<file path="src/rtl/oled_frame_streamer.sv">
// Sends an address-window command then the RGB565 framebuffer as packed data bursts.
// Outputs are registered; each burst is held until spi_done; the RAM is read with 1-cycle latency.
module oled_frame_streamer #(
  parameter int WIDTH         = 96,
  parameter int HEIGHT        = 64,
  parameter int PIX_PER_BURST = 7,
  parameter int AW            = $clog2(WIDTH * HEIGHT)
) (
  input  logic          clk,
  input  logic          rst,
  input  logic          frame_start,
  output logic          busy,
  output logic          frame_done,
  output logic [AW-1:0] pix_addr,
  input  logic [15:0]   pix_data,
  input  logic          spi_done,
  output logic          data_type,
  output logic [3:0]    byte_count,
  output logic [119:0]  send_bytes
);

  typedef enum logic [2:0] {IDLE, ADDR, FETCH, SEND, DONE} state_t;

  localparam int IW = AW + 1;
  localparam logic [IW-1:0] TOTAL = IW'(WIDTH * HEIGHT);
  localparam logic [IW-1:0] PPB   = IW'(PIX_PER_BURST);

  state_t          state, state_nxt;
  logic [IW-1:0]   idx, idx_nxt, rem, idx_adv;
  logic [3:0]      cnt, cnt_nxt, n;
  logic            busy_nxt, frame_done_nxt, data_type_nxt;
  logic [AW-1:0]   pix_addr_nxt;
  logic [3:0]      byte_count_nxt;
  logic [119:0]    send_bytes_nxt;

  // Pixels in the current burst: a full burst, or whatever remains of the frame.
  assign rem     = TOTAL - idx;
  assign n       = (rem < PPB) ? 4'(rem) : 4'(PIX_PER_BURST);
  assign idx_adv = idx + IW'(n);

  always_ff @(posedge clk or negedge rst) begin
    if (!rst) begin
      state      <= IDLE;
      idx        <= '0;
      cnt        <= '0;
      busy       <= 1'b0;
      frame_done <= 1'b0;
      pix_addr   <= '0;
      data_type  <= 1'b0;
      byte_count <= '0;
      send_bytes <= '0;
    end else begin
      state      <= state_nxt;
      idx        <= idx_nxt;
      cnt        <= cnt_nxt;
      busy       <= busy_nxt;
      frame_done <= frame_done_nxt;
      pix_addr   <= pix_addr_nxt;
      data_type  <= data_type_nxt;
      byte_count <= byte_count_nxt;
      send_bytes <= send_bytes_nxt;
    end
  end

  always_comb begin
    state_nxt      = state;
    idx_nxt        = idx;
    cnt_nxt        = cnt;
    busy_nxt       = busy;
    frame_done_nxt = 1'b0;
    pix_addr_nxt   = pix_addr;
    data_type_nxt  = data_type;
    byte_count_nxt = byte_count;
    send_bytes_nxt = send_bytes;
    case (state)
      IDLE: begin
        if (frame_start) begin
          state_nxt      = ADDR;
          busy_nxt       = 1'b1;
          data_type_nxt  = 1'b0;
          byte_count_nxt = 4'd6;
          send_bytes_nxt = {8'h15, 8'h00, 8'(WIDTH - 1), 8'h75, 8'h00, 8'(HEIGHT - 1), 72'h0};
        end
      end
      ADDR: begin
        if (spi_done) begin
          state_nxt      = FETCH;
          idx_nxt        = '0;
          cnt_nxt        = '0;
          pix_addr_nxt   = '0;
          byte_count_nxt = '0;
          send_bytes_nxt = '0;
        end
      end
      FETCH: begin
        // cnt counts cycles since the first address; data for address cnt-1 is on pix_data now.
        for (int k = 0; k < PIX_PER_BURST; k++) begin
          if (cnt == 4'(k + 1)) send_bytes_nxt[119 - 16*k -: 16] = pix_data;
        end
        if (cnt + 4'd1 < n) pix_addr_nxt = pix_addr + AW'(1);
        if (cnt == n) begin
          state_nxt      = SEND;
          data_type_nxt  = 1'b1;
          byte_count_nxt = {n[2:0], 1'b0};
        end else begin
          cnt_nxt = cnt + 4'd1;
        end
      end
      SEND: begin
        if (spi_done) begin
          byte_count_nxt = '0;
          send_bytes_nxt = '0;
          data_type_nxt  = 1'b0;
          cnt_nxt        = '0;
          if (idx_adv == TOTAL) begin
            state_nxt      = DONE;
            idx_nxt        = '0;
            pix_addr_nxt   = '0;
            busy_nxt       = 1'b0;
            frame_done_nxt = 1'b1;
          end else begin
            state_nxt    = FETCH;
            idx_nxt      = idx_adv;
            pix_addr_nxt = AW'(idx_adv);
          end
        end
      end
      DONE: begin
        state_nxt = IDLE;
      end
      default: begin
        state_nxt = IDLE;
      end
    endcase
  end

endmodule
</file>
<file path="config.mk">
export PLATFORM = sky130hd
export DESIGN_NAME = oled_frame_streamer
export DESIGN_NICKNAME = d
export VERILOG_FILES = /design/src/rtl/oled_frame_streamer.sv
export SDC_FILE = /design/constraint.sdc
export NUM_CORES = 1
export LEC_CHECK = 0
export ABC_AREA = 1
export ABC_CLOCK_PERIOD_IN_PS = 3800
export CORE_AREA = 2 2 122 124
export CTS_CLUSTER_SIZE = 25
export DETAILED_ROUTE_END_ITERATION = 12
export DIE_AREA = 0 0 124 126
export GPL_TIMING_DRIVEN = 1
export PLACE_DENSITY = 0.78
export SLEW_MARGIN = 20
export SYNTH_ARGS = -nofsm -noshare
export SYNTH_HDL_FRONTEND = slang
export SYNTH_SLANG_ARGS = --single-unit
</file>
<file path="constraint.sdc">
create_clock -name clk -period 3.8 [get_ports clk]
set_input_delay 0.76 -clock clk [delete_from_list [all_inputs] [get_ports clk]]
set_output_delay 0.76 -clock clk [all_outputs]
set_load 0.01 [all_outputs]
</file>
==> reports/metrics.yaml, run 1 <==
cpPeakStageDelay_ns: 0.48
cts_buffers: 17
worst_pin_slew_ns: 1.193
drive_above_1_share_pct: 6.250
min_period_ns: 3.387
r2r_slack_ns: 0.41
most-common-layout-cells: "nand2_1 (284), dfrtp_1 (152), clkdlybuf4s50_1 (149), o21ai_0 (147), inv_1 (73)"
vias: 6324
via_per_inst: 5.235
reg2reg_depth: 20
finalMaxSlewViolations: 0
cts.sinks: 152
drt_iter0_drc: 551
htreeDepth: 4
area_growth_pct: 30.93
coreArea_mm2: 0.01431
run_status: "finished, final reports clean"
ys.flop_type: "dfrtp_1"
worst-setup-path-type: "flip-flop to flip-flop"
grt_pass1_wl_um: 32260
holdBufCountCts: 0
ys_types: 36
fmax_mhz: 295.2
cp.arrival_ns: 3.72
worstSetupEndpointType: "flip-flop"
rsz0062_at_grt: "no"
finalCritPeriodShare_pct: 89.14
port_buffers: 150
clock_latency_ns: 0.43
nets: 1042
n_fill_cell: 1178
cts_root_buffer: "clkbuf_16"
drt-pass1-iter-count: 6
synth.top_cell.area_share_pct: 53.51
drt.antenna.violating_nets: 0
wirelength_um: 20280
p_total_mw: 8.358
syn_inst: 870
synthArstFlopShare_pct: 100.0
ys_seq_area_share_pct: 53.51
cts_tree: "yes"
die_height_um: 126
die_area_mm2: 0.01562
synth.cell_area_mm2: 0.007108
cp-start-kind: "flip-flop"
overflow: 0
p_leak_nw: 4.300
grt_pass1_vias: 6024
netlist_top_cells_area: "dfrtp_1 (54%), nand2_1 (15%), o21ai_0 (10%)"
crit_family: "simple AND/OR/NAND/NOR gates"
synth_top_area_cell: "dfrtp_1"
cellPowerDensity_mw_per_mm2: 898.1
clk_pin_slew_ns: 0.06
antenna-diode-count: 0
cpMostUsedCell: "nand2_1"
multi_input_area_mm2: 0.002835
fp-row-count: 44
route.detailed.drc: 0
slew_headroom_pct: 20.17
hold_viol: 0
start_util_pct: 49.66
path_max_fanout: 23
syn_avg_cell_area_um2: 8.170
regArea_mm2: 0.003804
synth-seq-cells: 152
grt_max_degree: 85
mostFrequentLayoutCell: "nand2_1"
min_path_type: "input pin to asynchronous set/reset pin"
cts_setup_buffers: 0
crit_required_ns: 4.13
wl_per_cell_um: 16.79
postCtsResizedCells: 0
antenna_found_initial: 0
slowest_stage: "inv_1"
crit_buf_inv: 3
finalSetupViolCount: 0
fp.dieW_um: 124
gr-usage-all-layers_pct: 27.37
ir_drop_v: 0.0006170
setup_tns_ns: 0
synth_warnings: 0
path_cells: "inv_1 > ha_1 > nand2_1 > nor2_2 > nand4_1 > nand2_1 > nand3_2 > nor2_4 > nand2_4 > nor2_4 > ha_1 > inv_1 > nor2_1 > o211ai_1 > nand2_1 > nand2_1 > nand3_1 > inv_1 > nand2_1 > o21ai_0"
cap_violations: 0
gp_congestion: 0.8785
place_hpwl_um: 14180
r2r_start: "idx[0]"
reg2reg_to: "pix_addr[2]"
io_pins: 160
finClkSkew_ns: 0.009572
post-route-util_pct: 65.02
clock_path_buffers: 2
synth_enable_flop_cells: 0
## power by group
part           leakage [nW]  switching [mW]  internal (mW)
combinational          1.99            2.26           1.65
clock                 0.282           0.724          0.986
sequential             2.03           0.443           2.30
total                  4.30            3.43           4.93
## state kept, by name, summed over array words and instances (netlist names)
signal / count
send_bytes: 112
byte_count: 3
idx: 14
cnt: 4
data_type: 1
state: 3
pix_addr: 13
busy: 1
frame_done: 1
## how the worst max path moves through the flow
stage	from	endpoint	cells after the start
finish	idx[0]	pix_addr[2]	20
global route	idx[0]	pix_addr[2]	21
CTS	idx[0]	pix_addr[4]	19
detailed placement	idx[0]	pix_addr[4]	19
global placement	idx[0]	pix_addr[9]	19
floorplan	idx[0]	pix_addr[0]	20
## per-stage QoR
step | area (um2) | std cells | hold WS (ns) | setup WS (ns)
5_1_grt | 9306 | 1208 | 0.4367 | 0.01950
6_report | 9306 | 1208 | 0.3831 | 0.4128
4_1_cts | 9306 | 1208 | 0.4218 | 0.4082
3_3_place_gp | 8715 | 1176 | 0.4591 | 0.5967
2_1_floorplan | 7138 | 878 | 0.4635 | 0.8646
3_5_place_dp | 8715 | 1176 | 0.4656 | 0.4111
## metal layers
metal / up-vias / wire, um / share of wire, % / track usage [%]
li1: 3057 / - / - / -
met1: 3010 / 8520 / 42 / 35.68
met2: 224 / 9804 / 48 / 44.67
met3: 33 / 1572 / 7.8 / 8.650
met4: 0 / 381 / 1.9 / 6.477
met5: - / 0 / 0 / 0
## cell families after synthesis
group / Yosys count / synth area share, %
fa+ha+maj: 11 / 1.936
simple gates: 405 / 23.78
compound gates: 174 / 12.74
xor+xnor: 7 / 0.8625
buf+inv: 119 / 7.059
other cells: 2 / 0.1057
flops: 152 / 53.51
## cell usage after synthesis (2+ instances only)
cell / instances
a31oi_1: 6
clkinv_1: 2
conb_1: 2
nand3_1: 45
nand2_2: 5
o21ai_1: 5
nor3_1: 5
inv_2: 3
dfrtp_1: 152
buf_4: 10
ha_1: 11
clkbuf_1: 27
o21ai_0: 147
nand2_1: 284
nor2_4: 4
a21oi_1: 9
xor2_1: 6
inv_1: 73
nand4_1: 6
nor2_2: 6
nor2_1: 45
buf_2: 2
buf_6: 2
## worst reg2reg max path: stages, from the launching register on
cell	delay (ns)
dfrtp_1	0.43
inv_1	0.14
ha_1	0.27
nand2_1	0.14
nor2_2	0.16
nand4_1	0.14
nand2_1	0.11
nand3_2	0.08
nor2_4	0.15
nand2_4	0.11
nor2_4	0.11
ha_1	0.23
inv_1	0.05
nor2_1	0.03
o211ai_1	0.15
nand2_1	0.08
nand2_1	0.06
nand3_1	0.14
inv_1	0.48
nand2_1	0.13
o21ai_0	0.10
## final cells by class
type	instances	share of cell area, %
Multi-Input combinational cell	607	30.47
Tap cell	184	2.474
Clock inverter	14	1.748
Clock buffer	18	4.611
Timing Repair Buffer	155	16.68
Inverter	78	3.146
Sequential cell	152	40.87
(Power assumes the default switching activity.)
==> inputs of run 2 (changes only) <==
Settings changed: ABC_CLOCK_PERIOD_IN_PS 3800 to 3700.
Clock period 3.8 ns to 3.7 ns, I/O delays scaled along.
==> run 2 against run 1 <==
Effect of this change: hold slack got worse by 0.073 ns; register-to-register slack got worse by 0.03 ns; global-route usage increased by 0.13 points; fmax increased by 2.2%; critical path depth unchanged; non-clock buffer count increased by 1; sequential share of layout area about the same; sequential power increased by 3%; design area about the same.
==> reports/metrics.yaml, run 2 (synthesis results as in run 1) <==
run_status: "finished, final reports clean"
coreArea_mm2: 0.01431
gp_congestion: 0.8922
hold_ws_ns: 0.3101
path_max_fanout: 12
fp.dieW_um: 124
grt_pass1_wl_um: 32210
fmax_mhz: 301.7
worst-setup-path-type: "flip-flop to flip-flop"
finalCritPeriodShare_pct: 89.57
most-common-layout-cells: "nand2_1 (284), dfrtp_1 (152), clkdlybuf4s50_1 (149), o21ai_0 (147), inv_1 (72)"
drt-pass1-iter-count: 5
grt_pass1_vias: 5860
finClkSkew_ns: 0.006677
worstSetupEndpointType: "flip-flop"
fp-row-count: 44
ir_drop_v: 0.0005770
cts_root_buffer: "clkbuf_16"
drt.antenna.violating_nets: 0
antenna-diode-count: 0
htreeDepth: 4
largest_reg_flops: 112
die_height_um: 126
p_int_mw: 5.065
r2r_start: "idx[0]"
vias: 6291
cts_tree: "yes"
p_switching_mw: 3.523
cp-start-kind: "flip-flop"
port_buffers: 150
crit_start: "idx[0]"
start_util_pct: 49.66
setup_tns_ns: 0
gr-usage-all-layers_pct: 27.50
wirelength_um: 20370
grt_max_degree: 81
wl_per_cell_um: 16.84
area_growth_pct: 31.00
seqPwrFrac_pct: 32.9
largestRegisters: "send_bytes x112, idx x14, pix_addr x13"
rsz0062_at_grt: "no"
drive_above_1_share_pct: 6.433
p_leak_nw: 4.293
switching_share_pct: 41.02
route.detailed.drc: 0
crit_required_ns: 4.01
min_period_ns: 3.314
min_path_type: "input pin to asynchronous set/reset pin"
via_per_inst: 5.199
finalSetupViolCount: 0
overflow: 0
cts_buffers: 17
pwr-share-comb_pct: 47.1
clk_pin_slew_ns: 0.07
nets: 1044
antenna_found_initial: 0
regMostFlops: "send_bytes"
io_pins: 160
cap_violations: 0
drt_iter0_drc: 626
cts.sinks: 152
p_clk_share_pct: 20.1
place_hpwl_um: 14070
clock_latency_ns: 0.42
cp.arrival_ns: 3.62
mostFrequentLayoutCell: "nand2_1"
die_area_mm2: 0.01562
hold_viol: 0
slew_headroom_pct: 36.29
finalMaxSlewViolations: 0
clock_path_buffers: 2
cellPowerDensity_mw_per_mm2: 922.3
worst_pin_slew_ns: 0.9533
-- run 2: timing repair --
action | 4_1_cts | 5_1_grt
resized for setup | 0 | 2
setup buffers | 0 | 0
endpoints found under the setup margin | 0 | 13
hold buffers | 0 | 0
-- run 2: final cells by class --
type / instances / area (um2)
clock buffer: 19 / 432.9
timing repair inverter: 1 / 7.507
fill: 1185 / 5002
sequential: 152 / 3804
inverter: 78 / 296.5
clock inverter: 13 / 145.1
tap: 184 / 230.2
timing repair buffer: 156 / 1560
multi-input combinational: 607 / 2835
-- run 2: metal layers --
metal	track usage (%)	part of all wire, %	wire, um
met5	0	0	0
met4	6.477	1.8	376
met3	8.514	8.0	1632
met2	43.05	48	9722
met1	37.70	42	8643
-- run 2: worst max-delay path: stages, from the launching register on --
cell        delay, ns
dfrtp_1          0.43
inv_1            0.15
ha_1             0.28
nand2_1          0.14
nor2_2           0.16
nand4_1          0.14
nand2_1          0.10
nand3_2          0.08
nor2_4           0.15
nand2_4          0.11
inv_1            0.07
nand2_1          0.08
ha_1             0.20
nor2_1           0.11
o211ai_1         0.08
nand2_1          0.06
nand2_1          0.04
nand3_1          0.27
clkinvlp_4       0.32
nand2_1          0.15
nand2_1          0.06
-- run 2: per-stage QoR --
| step | instance area (um2) | power, mW | std cells | utilization (%) | setup slack [ns] |
|---|---|---|---|---|---|
| floorplan | 7138 | 4.836 | 878 | - | 0.7646 |
| global placement | 8722 | 6.752 | 1177 | 60.94 | 0.4934 |
| detailed placement | 8722 | 6.812 | 1177 | 60.94 | 0.3503 |
| CTS | 9300 | 8.598 | 1209 | 64.97 | 0.3116 |
| global route | 9311 | 9.176 | 1210 | 65.05 | 0.008283 |
| finish | 9311 | 8.588 | 1210 | 65.05 | 0.3858 |
-- run 2: final timing paths --
check,endpoint,slack [ns],cells past startpoint
setup / recovery,pix_addr[12],0.39,20
hold / removal,send_bytes[56],0.31,1
setup reg to reg,pix_addr[12],0.39,20
hold reg to reg,busy,0.48,2
max in group asynchronous,send_bytes[74],2.54,2
min in group clk,busy,0.48,2
-- run 2: power by group through the flow --
| stage | clock, mW | combinational [mW] | sequential, mW |
|---|---|---|---|
| finish | 1.72 | 4.04 | 2.82 |
| global route | 1.83 | 4.44 | 2.91 |
| global placement | 0 | 3.95 | 2.81 |
| CTS | 1.74 | 4.04 | 2.82 |
| floorplan | 0 | 1.78 | 3.06 |
| detailed placement | 0 | 4.01 | 2.81 |
==> patch (settings of run 1) <==
Reset style: synchronous (`rst`), changed in one clocked block.
--- a/src/rtl/oled_frame_streamer.sv
+++ b/src/rtl/oled_frame_streamer.sv
@@ -39,5 +39,5 @@
   assign idx_adv = idx + IW'(n);
 
-  always_ff @(posedge clk or negedge rst) begin
+  always_ff @(posedge clk) begin
     if (!rst) begin
       state      <= IDLE;
Check against the original RTL: differs if rst is asserted again (counterexample within 4 cycles, from zero or initial values and one cycle with rst low); with rst held inactive, the same outputs for 4 cycles.
==> patch against run 1 <==
  * Routed wire length rose by 3.4%
  * Total power fell by 13%
  * Synthesized cell count rose by 9.5%
  * Synthesized area is 2.6% lower
  * Global-route usage is 0.11 points higher
  * Sequential cell count stayed put
  * Cell area down 2.0%
  * Non-clock buffer count is 11 higher
  * Setup slack gained 85 ps
  * Clock power up 2%
  * Critical path type unchanged
==> patch: results (changes against run 1) <==
| Metric | Value |
|---|---|
| Share of async-settable or async-resettable flops after synthesis | `0% (-100 points)` |
| NumNets Final | `1,113 (+6.8%)` |
| Most used DFF post-synth | `dfxtp_1` |
| HP Class | `reg -> reg` |
| Seq/Total Area, Yosys | `44.0% (-9.6 points)` |
| Met2 usage | `44.4% (-0.26 points)` |
| Initial DRC count | `495 (-10%)` |
| Vias in the first global route | `6,571 (+9.1%)` |
| Min-delay src | `send_bytes[100]` |
| Top cells by count, synth | `nand2_1 (185), dfxtp_1 (152), a21oi_1 (148), o21ai_0 (110), inv_1 (74)` |
| Clock skew | `7.25 ps (-2.32 ps)` |
| Vias | `6,902 (+9.1%)` |
| Critical path arrival | `3650 ps (-70 ps)` |
| Vias per inst | `5.40 (+3.1%)` |
| Layout cells sized above 1 | `8.49% (+2.2 points)` |
| Wirelength per Cell | `16.4 um (-2.3%)` |
| Routed met3 length | `2090 um (+33%)` |
| TritonRoute pass-1 iters | `5 (-1)` |
| Leak | `3.57 nW (-17%)` |
| Avg Synthesized Cell Area | `7.26 um2 (-11%)` |
| R2R Path End | `pix_addr[8]` |
| Maximum vdd drop | `0.000455 V (-26%)` |
| # H-tree levels | `4 (unchanged)` |
| Yosys cell types | `43 (+19%)` |
| Routability Congestion | `0.864 (-1.6%)` |
| Placed cells | `1,247 (+6.0%)` |
| GR Util met1 | `32.5% (-3.1 points)` |
| Met1 wire length | `8550 um (+0.34%)` |
| Max FO, Critical Path | `13 (-43%)` |
| WL met2 | `9800 um (about the same)` |
| First-pass GRT wire length | `33,300 um (+3.1%)` |
| Largest net degree at the start of global routing | `80 (-5.9%)` |
| DPL Wire Length | `14,300 um (+1.0%)` |
| Total Routing Usage GR | `27.5% (+0.11 points)` |
| Met3 Use GR | `11.5% (+2.9 points)` |
| R2R depth | `24 (+20%)` |
| Final WS setup | `498 ps (+85.4 ps)` |
| Status | `finished, final reports clean` |
| Slew headroom | `47.0% (+27 points)` |
| Pre-CTS setup slack | `587 ps (+175 ps)` |
| Synth area leaders | `dfxtp_1 (44%), a21oi_1 (11%), nand2_1 (10%)` |
| Worst R2R Start | `idx[0]` |
-- patch: critical path: stages, from the launching register on --
cell      delay (ps)
dfxtp_1          350
inv_1            160
ha_1             340
nand2_1          190
nor2_1           210
nand3_1          150
nand3_1          110
nor2_1            40
nand2_1           90
nor2_4            60
nand2_4          100
clkinv_2          70
nand2_2           90
inv_1             60
ha_1             280
inv_1             50
nor2_1            30
o211ai_1         150
nand2_1           70
nand2_1           50
nand2_1           60
nor2_1            90
buf_4            190
nand2_1           70
a21oi_1          140
-- patch: area by class of cell --
| class | instances | area [um2] |
|---|---|---|
| clock buffer | 18 | 439 |
| tap | 184 | 230 |
| fill | 1242 | 5190 |
| timing repair buffer | 166 | 1620 |
| inverter | 81 | 305 |
| multi-input combinational | 664 | 3320 |
| sequential | 152 | 3040 |
| clock inverter | 14 | 164 |
-- patch: report_power, final --
| group | internal (W) | total, W | switching (W) |
|---|---|---|---|
| Sequential | 0.00207 | 0.00237 | 0.000302 |
| Clock | 0.00100 | 0.00175 | 0.000749 |
| Combinational | 0.00131 | 0.00312 | 0.00181 |
-- patch: cell families after synthesis --
group	Yosys count	share of synthesized area [%]
AND/OR/NAND/NOR	343	21.5
other	2	0.108
adder cells (fa/ha/maj)	11	1.99
flip-flops	152	44.0
buffers and inverters	145	8.77
XOR/XNOR	8	1.12
AO/OA/AOI/OAI	292	22.6
-- patch: per-stage QoR --
stage / area (um2) / total power [W] / hold slack [ps]
3_3_place_gp: 8520 / 0.00542 / 449
5_1_grt: 9120 / 0.00770 / 482
6_report: 9120 / 0.00725 / 461
4_1_cts: 9120 / 0.00724 / 465
2_1_floorplan: 6950 / 0.00411 / 470
3_5_place_dp: 8520 / 0.00545 / 457
